<file path="src/rtl/mem_b_arbiter.sv">
// mem_b_arbiter: shares block-RAM port B between the VGA reader (client 0),
// the SNES poller (client 1) and the debug loader (client 2).
// Client 0 has fixed priority. Clients 1 and 2 alternate between themselves and
// override client 0 once they have waited MAX_WAIT cycles. A client can lock the
// port to get back-to-back grants.
module mem_b_arbiter #(
    parameter int ADDR_WIDTH = 12,
    parameter int MAX_WAIT   = 8
) (
    input  logic                  clk,
    input  logic                  reset,
    input  logic [2:0]            req,
    input  logic [2:0]            we,
    input  logic [2:0]            lock,
    input  logic [ADDR_WIDTH-1:0] addr0,
    input  logic [ADDR_WIDTH-1:0] addr1,
    input  logic [ADDR_WIDTH-1:0] addr2,
    input  logic [15:0]           wdata0,
    input  logic [15:0]           wdata1,
    input  logic [15:0]           wdata2,
    output logic [2:0]            gnt,
    output logic [2:0]            rvalid,
    output logic [15:0]           rdata,
    output logic [ADDR_WIDTH-1:0] mem_addr_b,
    output logic [15:0]           mem_data_b,
    output logic                  mem_w_en_b,
    input  logic [15:0]           mem_q_b
);

    localparam logic [3:0] WAIT_MAX = 4'(MAX_WAIT);

    logic [3:0] r_wait1;
    logic [3:0] r_wait2;
    logic       r_rr;
    logic       r_lock_valid;
    logic [1:0] r_lock_owner;
    logic [2:0] r_rvalid;

    logic [2:0] w_gnt;
    logic       w_owner_req;
    logic       w_starve1;
    logic       w_starve2;

    assign w_starve1 = req[1] && (r_wait1 == WAIT_MAX);
    assign w_starve2 = req[2] && (r_wait2 == WAIT_MAX);

    // Is the current lock owner still requesting?
    always_comb begin
        w_owner_req = 1'b0;
        case (r_lock_owner)
            2'd0:    w_owner_req = req[0];
            2'd1:    w_owner_req = req[1];
            2'd2:    w_owner_req = req[2];
            default: w_owner_req = 1'b0;
        endcase
    end

    // Grant selection: lock, then starvation override, then client 0, then round-robin 1/2.
    always_comb begin
        w_gnt = 3'b000;
        if (!reset) begin
            w_gnt = 3'b000;
        end else if (r_lock_valid && w_owner_req) begin
            case (r_lock_owner)
                2'd0:    w_gnt = 3'b001;
                2'd1:    w_gnt = 3'b010;
                2'd2:    w_gnt = 3'b100;
                default: w_gnt = 3'b000;
            endcase
        end else if (w_starve1 && w_starve2) begin
            w_gnt = r_rr ? 3'b100 : 3'b010;
        end else if (w_starve1) begin
            w_gnt = 3'b010;
        end else if (w_starve2) begin
            w_gnt = 3'b100;
        end else if (req[0]) begin
            w_gnt = 3'b001;
        end else if (req[1] && req[2]) begin
            w_gnt = r_rr ? 3'b100 : 3'b010;
        end else if (req[1]) begin
            w_gnt = 3'b010;
        end else if (req[2]) begin
            w_gnt = 3'b100;
        end
    end

    // Route the granted client's address and data onto port B (zero when idle).
    always_comb begin
        mem_addr_b = '0;
        mem_data_b = 16'h0000;
        case (w_gnt)
            3'b001: begin mem_addr_b = addr0; mem_data_b = wdata0; end
            3'b010: begin mem_addr_b = addr1; mem_data_b = wdata1; end
            3'b100: begin mem_addr_b = addr2; mem_data_b = wdata2; end
            default: begin mem_addr_b = '0; mem_data_b = 16'h0000; end
        endcase
    end

    assign gnt        = w_gnt;
    assign mem_w_en_b = |(w_gnt & we);
    assign rvalid     = r_rvalid;
    assign rdata      = mem_q_b;

    // Read-valid flags and round-robin pointer follow the grant of this cycle.
    always_ff @(posedge clk) begin
        if (!reset) begin
            r_rvalid <= 3'b000;
            r_rr     <= 1'b0;
        end else begin
            r_rvalid <= w_gnt & ~we;
            if (w_gnt[1]) begin
                r_rr <= 1'b1;
            end else if (w_gnt[2]) begin
                r_rr <= 1'b0;
            end
        end
    end

    // Wait counters: count cycles spent requesting without a grant, saturating.
    always_ff @(posedge clk) begin
        if (!reset) begin
            r_wait1 <= 4'd0;
            r_wait2 <= 4'd0;
        end else begin
            if (w_gnt[1] || !req[1]) begin
                r_wait1 <= 4'd0;
            end else if (r_wait1 != WAIT_MAX) begin
                r_wait1 <= r_wait1 + 4'd1;
            end
            if (w_gnt[2] || !req[2]) begin
                r_wait2 <= 4'd0;
            end else if (r_wait2 != WAIT_MAX) begin
                r_wait2 <= r_wait2 + 4'd1;
            end
        end
    end

    // Lock tracking: any grant re-evaluates the lock from that client's lock bit;
    // an owner that drops its request releases the port.
    always_ff @(posedge clk) begin
        if (!reset) begin
            r_lock_valid <= 1'b0;
            r_lock_owner <= 2'd0;
        end else if (|w_gnt) begin
            r_lock_valid <= |(w_gnt & lock);
            r_lock_owner <= w_gnt[2] ? 2'd2 : (w_gnt[1] ? 2'd1 : 2'd0);
        end else if (r_lock_valid && !w_owner_req) begin
            r_lock_valid <= 1'b0;
        end
    end

endmodule

</file>
<file path="config.mk">
export PLATFORM = sky130hd
export DESIGN_NAME = mem_b_arbiter
export DESIGN_NICKNAME = d
export VERILOG_FILES = /design/src/rtl/mem_b_arbiter.sv
export SDC_FILE = /design/constraint.sdc
export NUM_CORES = 1
export LEC_CHECK = 0
export BUFFER_PORTS_ARGS = -buffer_cell sky130_fd_sc_hd__buf_2
export CAP_MARGIN = 20
export CORE_MARGIN = 8
export CORE_UTILIZATION = 30
export DETAILED_ROUTE_END_ITERATION = 8
export PLACE_DENSITY = 0.69
export SYNTH_ARGS = -nofsm -noshare
export SYNTH_HDL_FRONTEND = slang
export SYNTH_SLANG_ARGS = --single-unit
</file>
<file path="constraint.sdc">
create_clock -name clk -period 5.3 [get_ports clk]
set_input_delay 0.265 -clock clk [delete_from_list [all_inputs] [get_ports clk]]
set_output_delay 0.265 -clock clk [all_outputs]
set_load 0.01 [all_outputs]
</file>
==> summary.json, run 1 <==
{
  "final_layout": {
    "syn_to_final_growth_pct": 38.1,
    "antenna_cells": 0,
    "drive_gt1_share_pct": 42.0,
    "num-nets-final": 459,
    "design_area_mm2": 0.00224,
    "fill_cells": 568
  },
  "synth": {
    "ys.flop_type": "dfxtp_1",
    "cell_area_synth_mm2": 0.00162,
    "yosysWarnings": 0,
    "syn_area_per_cell_um2": 6.88,
    "synth-edff-count": 0,
    "yosys.area_share.simple_pct": 11.3,
    "dominant_combinational_cell_family_by_area_after_synthesis": "compound AO/OA/AOI/OAI gates",
    "post_synth_fa_ha_maj_area_fraction_pct": 3.78,
    "postSynth.asyncResetShare_pct": 0,
    "yosys.area_share.xor_xnor_pct": 2.70,
    "synth-seq-cells": 15,
    "synthMuxAreaShare_pct": 1.23,
    "postSynthCellCount": 236,
    "compound_gate_portion_of_the_synthesized_area_pct": 34.3,
    "postSynthNetCount": 351,
    "synth_sequential_area_ratio_pct": 18.5,
    "ys_types": 39
  },
  "min_path": {
    "min-delay-path-class": "primary input to register"
  },
  "timing": {
    "setup_violations": 0,
    "hold_viol": 0,
    "min_period_ps": 3300,
    "clock.fmax_ghz": 0.303,
    "timing_worst_slew_pin_value_ps": 1020,
    "slew_viol_final": 0,
    "timing.max_slew.rel_slack_pct": 31.9,
    "setup_total_negative_slack_ps": 0,
    "hold-worst-slack_ps": 196,
    "grt_setup_unrepaired": "no",
    "finClkSkew_ps": 4.44,
    "final.period_utilization_pct": 62.3
  },
  "die": {
    "initial_utilization_pct": 31.4,
    "ioPinCount": 162,
    "design.die.area_mm2": 0.00802,
    "core-area_mm2": 0.00517,
    "die_height_um": 89.6,
    "fp-row-count": 26,
    "die_extent_in_x_um": 89.6
  },
  "clocking": {
    "htreeDepth": 1,
    "path_clk_slew_ps": 60,
    "postCtsSetupRepairBufs": 0,
    "cts-root-to-sink-buffers": 2,
    "cts_sinks": 15,
    "worstSkewPairLatency_ps": 250,
    "hold_buffers": 0,
    "clock_tree_from_tritoncts": "done",
    "post_cts_resize_count": 0,
    "tritoncts.num_buffers": 3,
    "cts_root_buffer": "clkbuf_8"
  },
  "critical_path": {
    "launching_element_type_of_the_critical_path": "register",
    "worst-path-max-fanout": 33,
    "setup.worst_path.class": "register to output port",
    "biggest_cell_delay_along_the_critical_path_ps": 860,
    "setup.worst_path.end_class": "output port",
    "timing.critical_path.cells": "inv_1 -> ha_1 -> and3b_1 -> maj3_2 -> or2_4 -> a32oi_4 -> o221ai_1 -> buf_2",
    "data_arrival_at_the_endpoint_of_the_critical_path_ps": 3040,
    "crit_slowest_cell": "a32oi_4",
    "worst-endpoint-required_ps": 5040
  },
  "job": {
    "timing.max_cap.violations": 0
  },
  "pwr": {
    "clkPwrFrac_pct": 25.4,
    "power.switching_mw": 0.120,
    "largest_vdd_supply_drop_v": 0.0000685,
    "leakagePower_nw": 1.32,
    "power.density_cell_area_mw_per_mm2": 161,
    "pwr-share-seq_pct": 33.8,
    "power.switching_fraction_pct": 33.0,
    "combinational_share_of_power_pct": 40.9,
    "internal_power_mw": 0.242
  },
  "global_route": {
    "largest_net_degree_at_the_start_of_global_routing": 34,
    "grt_overflow": 0,
    "grt_pass1_wl_um": 8800,
    "antenna_found_initial": 0,
    "global_route_usage_over_all_layers_pct": 13.5,
    "grt_pass1_vias": 2053
  },
  "drt": {
    "via_count": 1998,
    "antenna_violating_nets_post_route": 0,
    "drc_errors": 0,
    "dr.first_iter.drc_count": 45,
    "routed_wirelength_normalized_by_instance_count_um": 14.2,
    "via_per_inst": 4.84,
    "finalWirelength_um": 5870,
    "detail_route.first_pass.iterations": 4
  },
  "placed_design": {
    "dp_hpwl_um": 4810,
    "final_wtd_congestion": 0.836,
    "dpl_cell_area_mm2": 0.00220,
    "io_buffer_count": 129
  },
  "outcome": {
    "status": "complete, no violations"
  }
}
logic make-up (layout without fill, tap and decap cells):
logic type,after synthesis,in the layout
buffers and inverters,100,207
AO/OA/AOI/OAI,75,75
AND/OR/NAND/NOR,34,34
flip-flops,15,15
adder cells (fa/ha/maj),5,5
XOR/XNOR,5,5
multiplexers,2,2
area by class of cell:
class / instances / area, um2 / area share, %
clock buffer: 4 / 45.0 / 2.01
tap: 70 / 87.6 / 3.90
sequential: 15 / 300 / 13.4
multi-input combinational: 121 / 876 / 39.0
inverter: 71 / 267 / 11.9
timing repair buffer: 132 / 668 / 29.8
metrics by stage:
| step | util [%] | worst slack (ps) | total power, mW | instances |
|---|---|---|---|---|
| CTS | 43.4 | 1950 | 0.368 | 413 |
| finish | 43.4 | 2000 | 0.362 | 413 |
| detailed placement | 42.5 | 2230 | 0.274 | 409 |
| floorplan | - | 3020 | 0.215 | 236 |
| global placement | 42.5 | 2300 | 0.271 | 409 |
| global route | 43.4 | 1720 | 0.390 | 413 |
cell usage in the layout, fill, tap and decap left out, types with 2 or more instances in the layout:
master	netlist	routed
dfxtp_1	15	15
xor2_1	2	2
clkbuf_8	0	3
nor3_1	3	3
o221ai_1	29	29
buf_4	16	3
nand3_1	3	3
xnor2_1	3	3
nor2_1	5	5
o21ai_0	31	31
nand2_1	9	9
buf_2	0	129
and3b_1	2	2
ha_1	4	4
or2_2	2	2
inv_1	70	70
a21oi_1	4	3
nand3b_1	3	3
mux2i_1	2	2
layer usage:
layer | GRT usage (%) | part of all wire, % | up-vias
met1 | 15.1 | 39 | 906
li1 | - | - | 998
met2 | 24.3 | 50 | 87
met5 | 0 | 0 | -
met3 | 4.00 | 10 | 7
met4 | 3.32 | 0.73 | 0
flip-flops by register name, summed over array words and instances, names as in the netlist:
register and cells:
r_wait2 4, r_wait1 4, r_lock_valid 1, rvalid 3, r_lock_owner 2, r_rr 1
critical path: cells and delay by family (launching register included):
kind	cells	cell delay, ps
simple gates	2	490
fa+ha+maj	2	550
buf+inv	2	280
compound gates	2	1120
flops	1	350
cells in the mapped netlist, drive strengths merged (4+ instances only):
cell type  number  area share (%)
dfxtp          15              18
clkbuf         10             2.3
o21ai          31             9.6
buf            19             9.5
o221ai         30              17
nand2           9             2.1
ha              4             3.1
inv            70              16
nor2            5             1.2
a21oi           4             1.2
final timing paths:
path	startpoint	to	slack [ps]	depth (start not counted)
min	we[2]	rvalid[2]$_SDFF_PN0_	200	2
max	r_wait2[0]$_SDFFE_PP0P_	mem_data_b[2]	2000	8
min reg2reg	r_wait2[1]$_SDFFE_PP0P_	r_wait2[1]$_SDFFE_PP0P_	490	2
max reg2reg	r_wait2[0]$_SDFFE_PP0P_	r_lock_valid$_SDFFE_PN0P_	2540	7
power groups by stage:
stage,clock [mW],sequential (mW),combinational (mW)
2_1_floorplan,0,0.124,0.0908
3_3_place_gp,0,0.124,0.147
3_5_place_dp,0,0.125,0.149
4_1_cts,0.0957,0.122,0.150
5_1_grt,0.101,0.123,0.166
6_report,0.0918,0.122,0.148
Note: power is estimated with default switching activity, not from simulation.
==> inputs of run 2 (changes only) <==
- ABC_AREA: default -> 1
- PLACE_DENSITY: 0.69 -> 0.75
- clock period: 5.3 -> 3 ns (I/O delays scaled with it)
==> summary.json, run 2 <==
{
  "critical_path": {
    "setup.worst_path.class": "register to output port",
    "worst-path-max-fanout": {"value": 33, "change": "unchanged"},
    "data_arrival_at_the_endpoint_of_the_critical_path": {"value": 2330, "unit": "ps", "change": "-710 ps"},
    "setup.worst_path.end_class": "output port",
    "launching_element_type_of_the_critical_path": "register",
    "worst-endpoint-required": {"value": 2850, "unit": "ps", "change": "-2190 ps"}
  },
  "timing": {
    "grt_setup_unrepaired": "no",
    "timing_worst_slew_pin_value": {"value": 721, "unit": "ps", "change": "-300 ps"},
    "hold_viol": {"value": 0, "change": "unchanged"},
    "clock.fmax_ghz": 0.404,
    "slew_viol_final": {"value": 0, "change": "unchanged"},
    "min_period_ps": 2480,
    "final.period_utilization_pct": 82.6,
    "setup_total_negative_slack": {"value": 0, "unit": "ps", "change": "unchanged"},
    "timing.max_slew.rel_slack": {"value": 51.8, "unit": "%", "change": "+20 points"},
    "finClkSkew": {"value": 1.20, "unit": "ps", "change": "-3.25 ps"},
    "final_critical_path_setup_slack": {"value": 523, "unit": "ps", "change": "-1470 ps"},
    "setup_violations": {"value": 0, "change": "unchanged"}
  },
  "synth": {
    "ys.flop_type": "dfxtp_1",
    "synth_sequential_area_ratio": {"value": 20.5, "unit": "%", "change": "+2.1 points"},
    "cell_area_synth": {"value": 0.00146, "unit": "mm2", "change": "-10%"},
    "synth-edff-count": {"value": 0, "change": "unchanged"},
    "postSynthCellCount": {"value": 254, "change": "+7.6%"},
    "synthDominantCellAreaShare": {"value": 29.5, "unit": "%", "change": "+11 points"},
    "yosys.cell_count.top_type": "nand2_1",
    "yosys-top-cells-count": "115 x nand2_1, 41 x nand3_1, 17 x buf_4",
    "yosysWarnings": {"value": 0, "change": "unchanged"},
    "postSynthNetCount": {"value": 369, "change": "+5.1%"},
    "yosys-top-cells-area": "nand2_1 30%, dfxtp_1 21%, nand3_1 14%",
    "synth-seq-cells": {"value": 15, "change": "unchanged"},
    "syn_area_per_cell": {"value": 5.75, "unit": "um2", "change": "-16%"},
    "synth_top_cell_by_area": "nand2_1",
    "ys_types": {"value": 21, "change": "-46%"},
    "postSynth.asyncResetShare": {"value": 0, "unit": "%", "change": "unchanged"}
  },
  "pwr": {
    "leakagePower": {"value": 1.19, "unit": "nW", "change": "-9.8%"},
    "largest_vdd_supply_drop": {"value": 0.000171, "unit": "V", "change": "+150%"},
    "power.density_cell_area": {"value": 340, "unit": "mW/mm2", "change": "+110%"}
  },
  "clocking": {
    "clock_tree_from_tritoncts": "done",
    "worstSkewPairLatency": {"value": 250, "unit": "ps", "change": "about the same"},
    "path_clk_slew": {"value": 60, "unit": "ps", "change": "about the same"},
    "postCtsSetupRepairBufs": {"value": 0, "change": "unchanged"},
    "hold_buffers": {"value": 0, "change": "unchanged"},
    "cts_sinks": {"value": 15, "change": "unchanged"},
    "post_cts_resize_count": {"value": 0, "change": "unchanged"},
    "cts-root-to-sink-buffers": {"value": 2, "change": "unchanged"},
    "tritoncts.num_buffers": {"value": 3, "change": "unchanged"},
    "cts_root_buffer": "clkbuf_8",
    "htreeDepth": {"value": 1, "change": "unchanged"}
  },
  "placed_design": {
    "preCtsSetupSlack": {"value": 770, "unit": "ps", "change": "-1460 ps"},
    "dp_hpwl": {"value": 4460, "unit": "um", "change": "-7.3%"},
    "final_wtd_congestion": {"value": 0.825, "change": "-1.3%"},
    "io_buffer_count": {"value": 129, "change": "unchanged"}
  },
  "outcome": {
    "status": "complete, no violations"
  },
  "drt": {
    "via_per_inst": {"value": 4.45, "change": "-8.1%"},
    "antenna_violating_nets_post_route": {"value": 0, "change": "unchanged"},
    "routed_wirelength_normalized_by_instance_count": {"value": 12.3, "unit": "um", "change": "-14%"},
    "via_count": {"value": 1903, "change": "-4.8%"},
    "dr.first_iter.drc_count": {"value": 80, "change": "+78%"},
    "drc_errors": {"value": 0, "change": "unchanged"},
    "finalWirelength": {"value": 5240, "unit": "um", "change": "-11%"},
    "detail_route.first_pass.iterations": {"value": 4, "change": "unchanged"}
  },
  "die": {
    "design.die.area": {"value": 0.00736, "unit": "mm2", "change": "-8.3%"},
    "fp-row-count": {"value": 25, "change": "-3.8%"},
    "initial_utilization": {"value": 30.9, "unit": "%", "change": "-0.46 points"},
    "core-area": {"value": 0.00472, "unit": "mm2", "change": "-8.7%"},
    "die_height": {"value": 85.8, "unit": "um", "change": "-4.2%"},
    "ioPinCount": {"value": 162, "change": "unchanged"},
    "die_extent_in_x": {"value": 85.8, "unit": "um", "change": "-4.2%"}
  },
  "final_layout": {
    "syn_to_final_growth_pct": 39.9,
    "num-nets-final": {"value": 477, "change": "+3.9%"},
    "drive_gt1_share": {"value": 39.9, "unit": "%", "change": "-2.1 points"},
    "final_common_cell": "buf_2",
    "leading_cell_types_in_the_layout_fill_and_taps_excluded": "129 x buf_2, 115 x nand2_1, 41 x nand3_1, 15 x dfxtp_1, 14 x inv_1",
    "fill_cells": {"value": 502, "change": "-12%"},
    "antenna_cells": {"value": 0, "change": "unchanged"}
  },
  "global_route": {
    "grt_pass1_vias": {"value": 1867, "change": "-9.1%"},
    "largest_net_degree_at_the_start_of_global_routing": {"value": 34, "change": "unchanged"},
    "global_route_usage_over_all_layers": {"value": 13.4, "unit": "%", "change": "-0.12 points"},
    "antenna_found_initial": {"value": 0, "change": "unchanged"},
    "grt_overflow": {"value": 0, "change": "unchanged"},
    "grt_pass1_wl": {"value": 8160, "unit": "um", "change": "-7.3%"}
  },
  "min_path": {
    "min-delay-path-class": "primary input to register"
  },
  "job": {
    "timing.max_cap.violations": {"value": 0, "change": "unchanged"}
  }
}
## run 2: changes by cell type in the layout (fill, tap and decap cells not counted), sizes merged, moves of 2 or more
cell | previous run | this run
o221ai | 30 | 0
buf | 132 | 129
nor3 | 3 | 1
nand3 | 3 | 45
or2 | 3 | 0
xnor2 | 3 | 0
o21ai | 31 | 2
nand4 | 1 | 4
inv | 70 | 17
nand3b | 3 | 1
mux2i | 2 | 0
nand2 | 9 | 117
and3b | 2 | 0
nor2 | 5 | 14
## run 2: report_power, final
| group | total (mW) | internal (mW) | switching [mW] |
|---|---|---|---|
| Clock | 0.165 | 0.0941 | 0.0706 |
| Sequential | 0.225 | 0.212 | 0.0126 |
| Combinational | 0.305 | 0.133 | 0.172 |
## run 2: cells by family (layout without fill, tap and decap cells)
logic type,count (synthesis),after routing,synth area share [%]
flip-flops,15,15,20.5
AO/OA/AOI/OAI,8,8,2.83
AND/OR/NAND/NOR,182,182,54.5
buffers and inverters,43,150,17.5
adder cells (fa/ha/maj),4,4,3.42
XOR/XNOR,2,2,1.20
## run 2: worst max-delay path: stages, from the launching register on
cell	delay (ps)
dfxtp_1	340
inv_1	80
ha_1	140
nand2_1	80
nor2_4	140
nand2_1	100
nand2_1	60
nand2_1	50
nand2_1	70
nor2_2	50
nor2_4	540
nand2_1	140
nand3_1	130
buf_2	140
## run 2: routing by layer
metal,up-vias,global-route usage (%),wire [um]
met5,-,0,0
met4,0,4.78,75
met3,9,5.54,513
met2,89,24.0,2640
met1,803,13.6,2020
li1,1002,-,-
## run 2: area by class of cell
cell class                 count  area, um2  area share (%)
multi-input combinational    196        906            44.3
timing repair buffer         129        646            31.6
sequential                    15        300            14.7
tap                           67       83.8            4.10
inverter                      17       63.8            3.12
clock buffer                   4       45.0            2.20
## run 2: worst paths after layout
kind / startpoint / end / slack [ps] / cells past startpoint
worst max register to register: r_wait1[0]$_SDFFE_PP0P_ / r_wait1[0]$_SDFFE_PP0P_ / 920 / 13
worst min register to register: r_wait1[1]$_SDFFE_PP0P_ / r_wait1[1]$_SDFFE_PP0P_ / 510 / 2
worst min-delay path: we[0] / rvalid[0]$_SDFF_PN0_ / 70 / 2
worst max-delay path: r_wait1[0]$_SDFFE_PP0P_ / mem_addr_b[8] / 520 / 13
## run 2: per-stage QoR
step	cell area (um2)	std cells	total power [mW]	utilization (%)	hold slack (ps)
4_1_cts	2040	428	0.705	43.3	65.7
2_1_floorplan	1460	254	0.424	-	222
3_3_place_gp	2000	424	0.534	42.3	300
3_5_place_dp	2000	424	0.539	42.3	300
6_report	2040	428	0.695	43.3	66.6
5_1_grt	2040	428	0.749	43.3	65.2
==> inputs of run 3 (changes only) <==
- PLACE_DENSITY: 0.75 -> 0.72
- clock period: 3 -> 2.55 ns (I/O delays scaled with it)
==> summary.json, run 3 (synthesis results as in run 2) <==
{
  "outcome": {
    "status": "complete, no violations"
  },
  "global_route": {
    "grt_pass1_wl": {"value": 7940, "unit": "um", "change": "-2.6%"},
    "groute.layer.met2.usage": {"value": 21.8, "unit": "%", "change": "-2.3 points"},
    "grt_pass1_vias": {"value": 1781, "change": "-4.6%"},
    "antenna_found_initial": {"value": 0, "change": "unchanged"},
    "routing_usage_on_met3": {"value": 4.58, "unit": "%", "change": "-0.96 points"},
    "grt_overflow": {"value": 0, "change": "unchanged"},
    "global_route_usage_over_all_layers": {"value": 12.9, "unit": "%", "change": "-0.51 points"},
    "global_route.usage.met1": {"value": 14.7, "unit": "%", "change": "+1.1 points"},
    "largest_net_degree_at_the_start_of_global_routing": {"value": 34, "change": "unchanged"},
    "grt_busiest_layer": "met2"
  },
  "final_layout": {
    "seqCellArea": {"value": 300, "unit": "um2", "change": "unchanged"},
    "syn_to_final_growth_pct": 40.6,
    "antenna_cells": {"value": 0, "change": "unchanged"},
    "leading_cell_types_in_the_layout_fill_and_taps_excluded": "129 x buf_2, 115 x nand2_1, 41 x nand3_1, 15 x dfxtp_1, 14 x inv_1",
    "num-nets-final": {"value": 478, "change": "+0.21%"},
    "fill_cells": {"value": 493, "change": "-1.8%"},
    "design_area": {"value": 0.00205, "unit": "mm2", "change": "+0.49%"},
    "multiInputGateArea": {"value": 906, "unit": "um2", "change": "unchanged"},
    "final_common_cell": "buf_2",
    "drive_gt1_share": {"value": 40.1, "unit": "%", "change": "+0.17 points"}
  },
  "die": {
    "core-area": {"value": 0.00472, "unit": "mm2", "change": "unchanged"},
    "ioPinCount": {"value": 162, "change": "unchanged"},
    "fp-row-count": {"value": 25, "change": "unchanged"},
    "die_extent_in_x": {"value": 85.8, "unit": "um", "change": "unchanged"},
    "initial_utilization": {"value": 30.9, "unit": "%", "change": "unchanged"},
    "design.die.area": {"value": 0.00736, "unit": "mm2", "change": "unchanged"},
    "die_height": {"value": 85.8, "unit": "um", "change": "unchanged"}
  },
  "critical_path": {
    "reg2reg_from": "r_wait1[0]$_SDFFE_PP0P_",
    "path_common_cell": "nand2_1",
    "data_arrival_at_the_endpoint_of_the_critical_path": {"value": 2230, "unit": "ps", "change": "-100 ps"},
    "setup.worst_path.class": "register to output port",
    "crit_slowest_cell": "inv_2",
    "worst_setup_path_endpoint": "mem_data_b[14]",
    "launching_element_type_of_the_critical_path": "register",
    "timing.critical_path.cells": "inv_1 -> ha_1 -> nand2_1 -> nor2_4 -> nand2_1 -> nand3_1 -> nand2_1 -> nand3_1 -> inv_2 -> nand2_1 -> nand3_2 -> buf_2",
    "worst-path-max-fanout": {"value": 31, "change": "-6.1%"},
    "r2r_setup_slack": {"value": 630, "unit": "ps", "change": "-290 ps"},
    "worstSetupStartpoint": "r_wait1[0]$_SDFFE_PP0P_",
    "setup.worst_path.end_class": "output port",
    "biggest_cell_delay_along_the_critical_path": {"value": 430, "unit": "ps", "change": "-110 ps"},
    "capture_instance_of_the_worst_register_to_register_path": "r_wait1[0]$_SDFFE_PP0P_",
    "reg2reg_depth": {"value": 14, "change": "+1"},
    "worst-endpoint-required": {"value": 2420, "unit": "ps", "change": "-430 ps"}
  },
  "drt": {
    "finalWirelength": {"value": 5160, "unit": "um", "change": "-1.6%"},
    "detail_route.first_pass.iterations": {"value": 5, "change": "+1"},
    "dr.first_iter.drc_count": {"value": 76, "change": "-5.0%"},
    "drc_errors": {"value": 0, "change": "unchanged"},
    "antenna_violating_nets_post_route": {"value": 0, "change": "unchanged"},
    "routed_wirelength_normalized_by_instance_count": {"value": 12.0, "unit": "um", "change": "-1.9%"},
    "via_count": {"value": 1891, "change": "-0.63%"},
    "via_per_inst": {"value": 4.41, "change": "-0.86%"}
  },
  "timing": {
    "final_critical_path_setup_slack": {"value": 191, "unit": "ps", "change": "-333 ps"},
    "grt_setup_unrepaired": "yes",
    "clock.fmax_ghz": 0.424,
    "setup_violations": {"value": 0, "change": "unchanged"},
    "min_period_ps": 2360,
    "slew_viol_final": {"value": 0, "change": "unchanged"},
    "finClkSkew": {"value": 0.338, "unit": "ps", "change": "-0.858 ps"},
    "final.period_utilization_pct": 92.5,
    "timing_worst_slew_pin_value": {"value": 529, "unit": "ps", "change": "-193 ps"},
    "hold_viol": {"value": 0, "change": "unchanged"},
    "timing.max_slew.rel_slack": {"value": 64.7, "unit": "%", "change": "+13 points"}
  },
  "clocking": {
    "htreeDepth": {"value": 1, "change": "unchanged"},
    "path_clk_slew": {"value": 60, "unit": "ps", "change": "about the same"},
    "hold_buffers": {"value": 0, "change": "unchanged"},
    "worstSkewPairLatency": {"value": 250, "unit": "ps", "change": "about the same"},
    "cts-root-to-sink-buffers": {"value": 2, "change": "unchanged"},
    "tritoncts.num_buffers": {"value": 3, "change": "unchanged"},
    "cts_root_buffer": "clkbuf_8",
    "clock_tree_from_tritoncts": "done",
    "post_cts_resize_count": {"value": 0, "change": "unchanged"},
    "cts_sinks": {"value": 15, "change": "unchanged"},
    "postCtsSetupRepairBufs": {"value": 0, "change": "unchanged"}
  },
  "min_path": {
    "min-delay-path-class": "primary input to register"
  },
  "placed_design": {
    "final_wtd_congestion": {"value": 0.753, "change": "-8.7%"},
    "dpl_cell_area": {"value": 0.00201, "unit": "mm2", "change": "+0.38%"},
    "io_buffer_count": {"value": 129, "change": "unchanged"},
    "dp_hpwl": {"value": 4320, "unit": "um", "change": "-3.1%"},
    "preCtsSetupSlack": {"value": 452, "unit": "ps", "change": "-319 ps"}
  },
  "pwr": {
    "power.density_cell_area": {"value": 400, "unit": "mW/mm2", "change": "+18%"},
    "largest_vdd_supply_drop": {"value": 0.000184, "unit": "V", "change": "+7.5%"},
    "leakagePower": {"value": 1.19, "unit": "nW", "change": "+0.41%"}
  },
  "job": {
    "timing.max_cap.violations": {"value": 0, "change": "unchanged"}
  }
}
## run 3: cell types whose count changed in the layout (fill, tap and decap cells not counted), sizes merged
cell  previous run  this run
buf            129       130
## run 3: critical path: cells and delay by family (launching register included)
kind | cells | cell delay (ps)
adders and majority gates | 1 | 190
buffers and inverters | 3 | 640
DFF | 1 | 370
and+or+nand+nor | 8 | 760
## run 3: metal layers
layer  share of wire [%]  vias up
met3                 8.2       11
met4                 1.8        0
met1                  40      780
met2                  50       96
met5                   0        -
li1                    -     1004
## run 3: worst min path at each step
stage / cells past startpoint / end / slack, ps / start
2_1_floorplan: 1 / rvalid[0]$_SDFF_PN0_ / 200 / we[0]
3_3_place_gp: 0 / rdata[0] / 260 / mem_q_b[0]
3_5_place_dp: 0 / rdata[0] / 260 / mem_q_b[0]
4_1_cts: 2 / rvalid[1]$_SDFF_PN0_ / 40 / we[1]
5_1_grt: 2 / rvalid[0]$_SDFF_PN0_ / 40 / we[0]
6_report: 2 / rvalid[1]$_SDFF_PN0_ / 40 / we[1]
## run 3: layout make-up
cell class              instances  share of cell area [%]
multi-input cells             196                    44.1
inverters                      17                    3.23
flip-flops and latches         15                    14.6
clock buffers                   4                    2.19
well taps                      67                    4.08
repair buffers                130                    31.8
## run 3: power by group
| part | switching, mW | internal (mW) | total [mW] | leakage, nW |
|---|---|---|---|---|
| registers | 0.0142 | 0.250 | 0.264 | 0.123 |
| logic | 0.204 | 0.158 | 0.362 | 1.05 |
| clock network | 0.0859 | 0.111 | 0.197 | 0.0228 |
| total | 0.304 | 0.518 | 0.823 | 1.19 |
## run 3: stage by stage
stage,TNS (ps),total power [mW],hold slack (ps),cells,util [%]
floorplan,0,0.499,200,254,-
global placement,0,0.630,255,425,42.5
detailed placement,0,0.635,255,425,42.5
CTS,0,0.833,35.3,429,43.4
global route,-0.305,0.883,39.0,429,43.5
finish,0,0.823,38.6,429,43.5
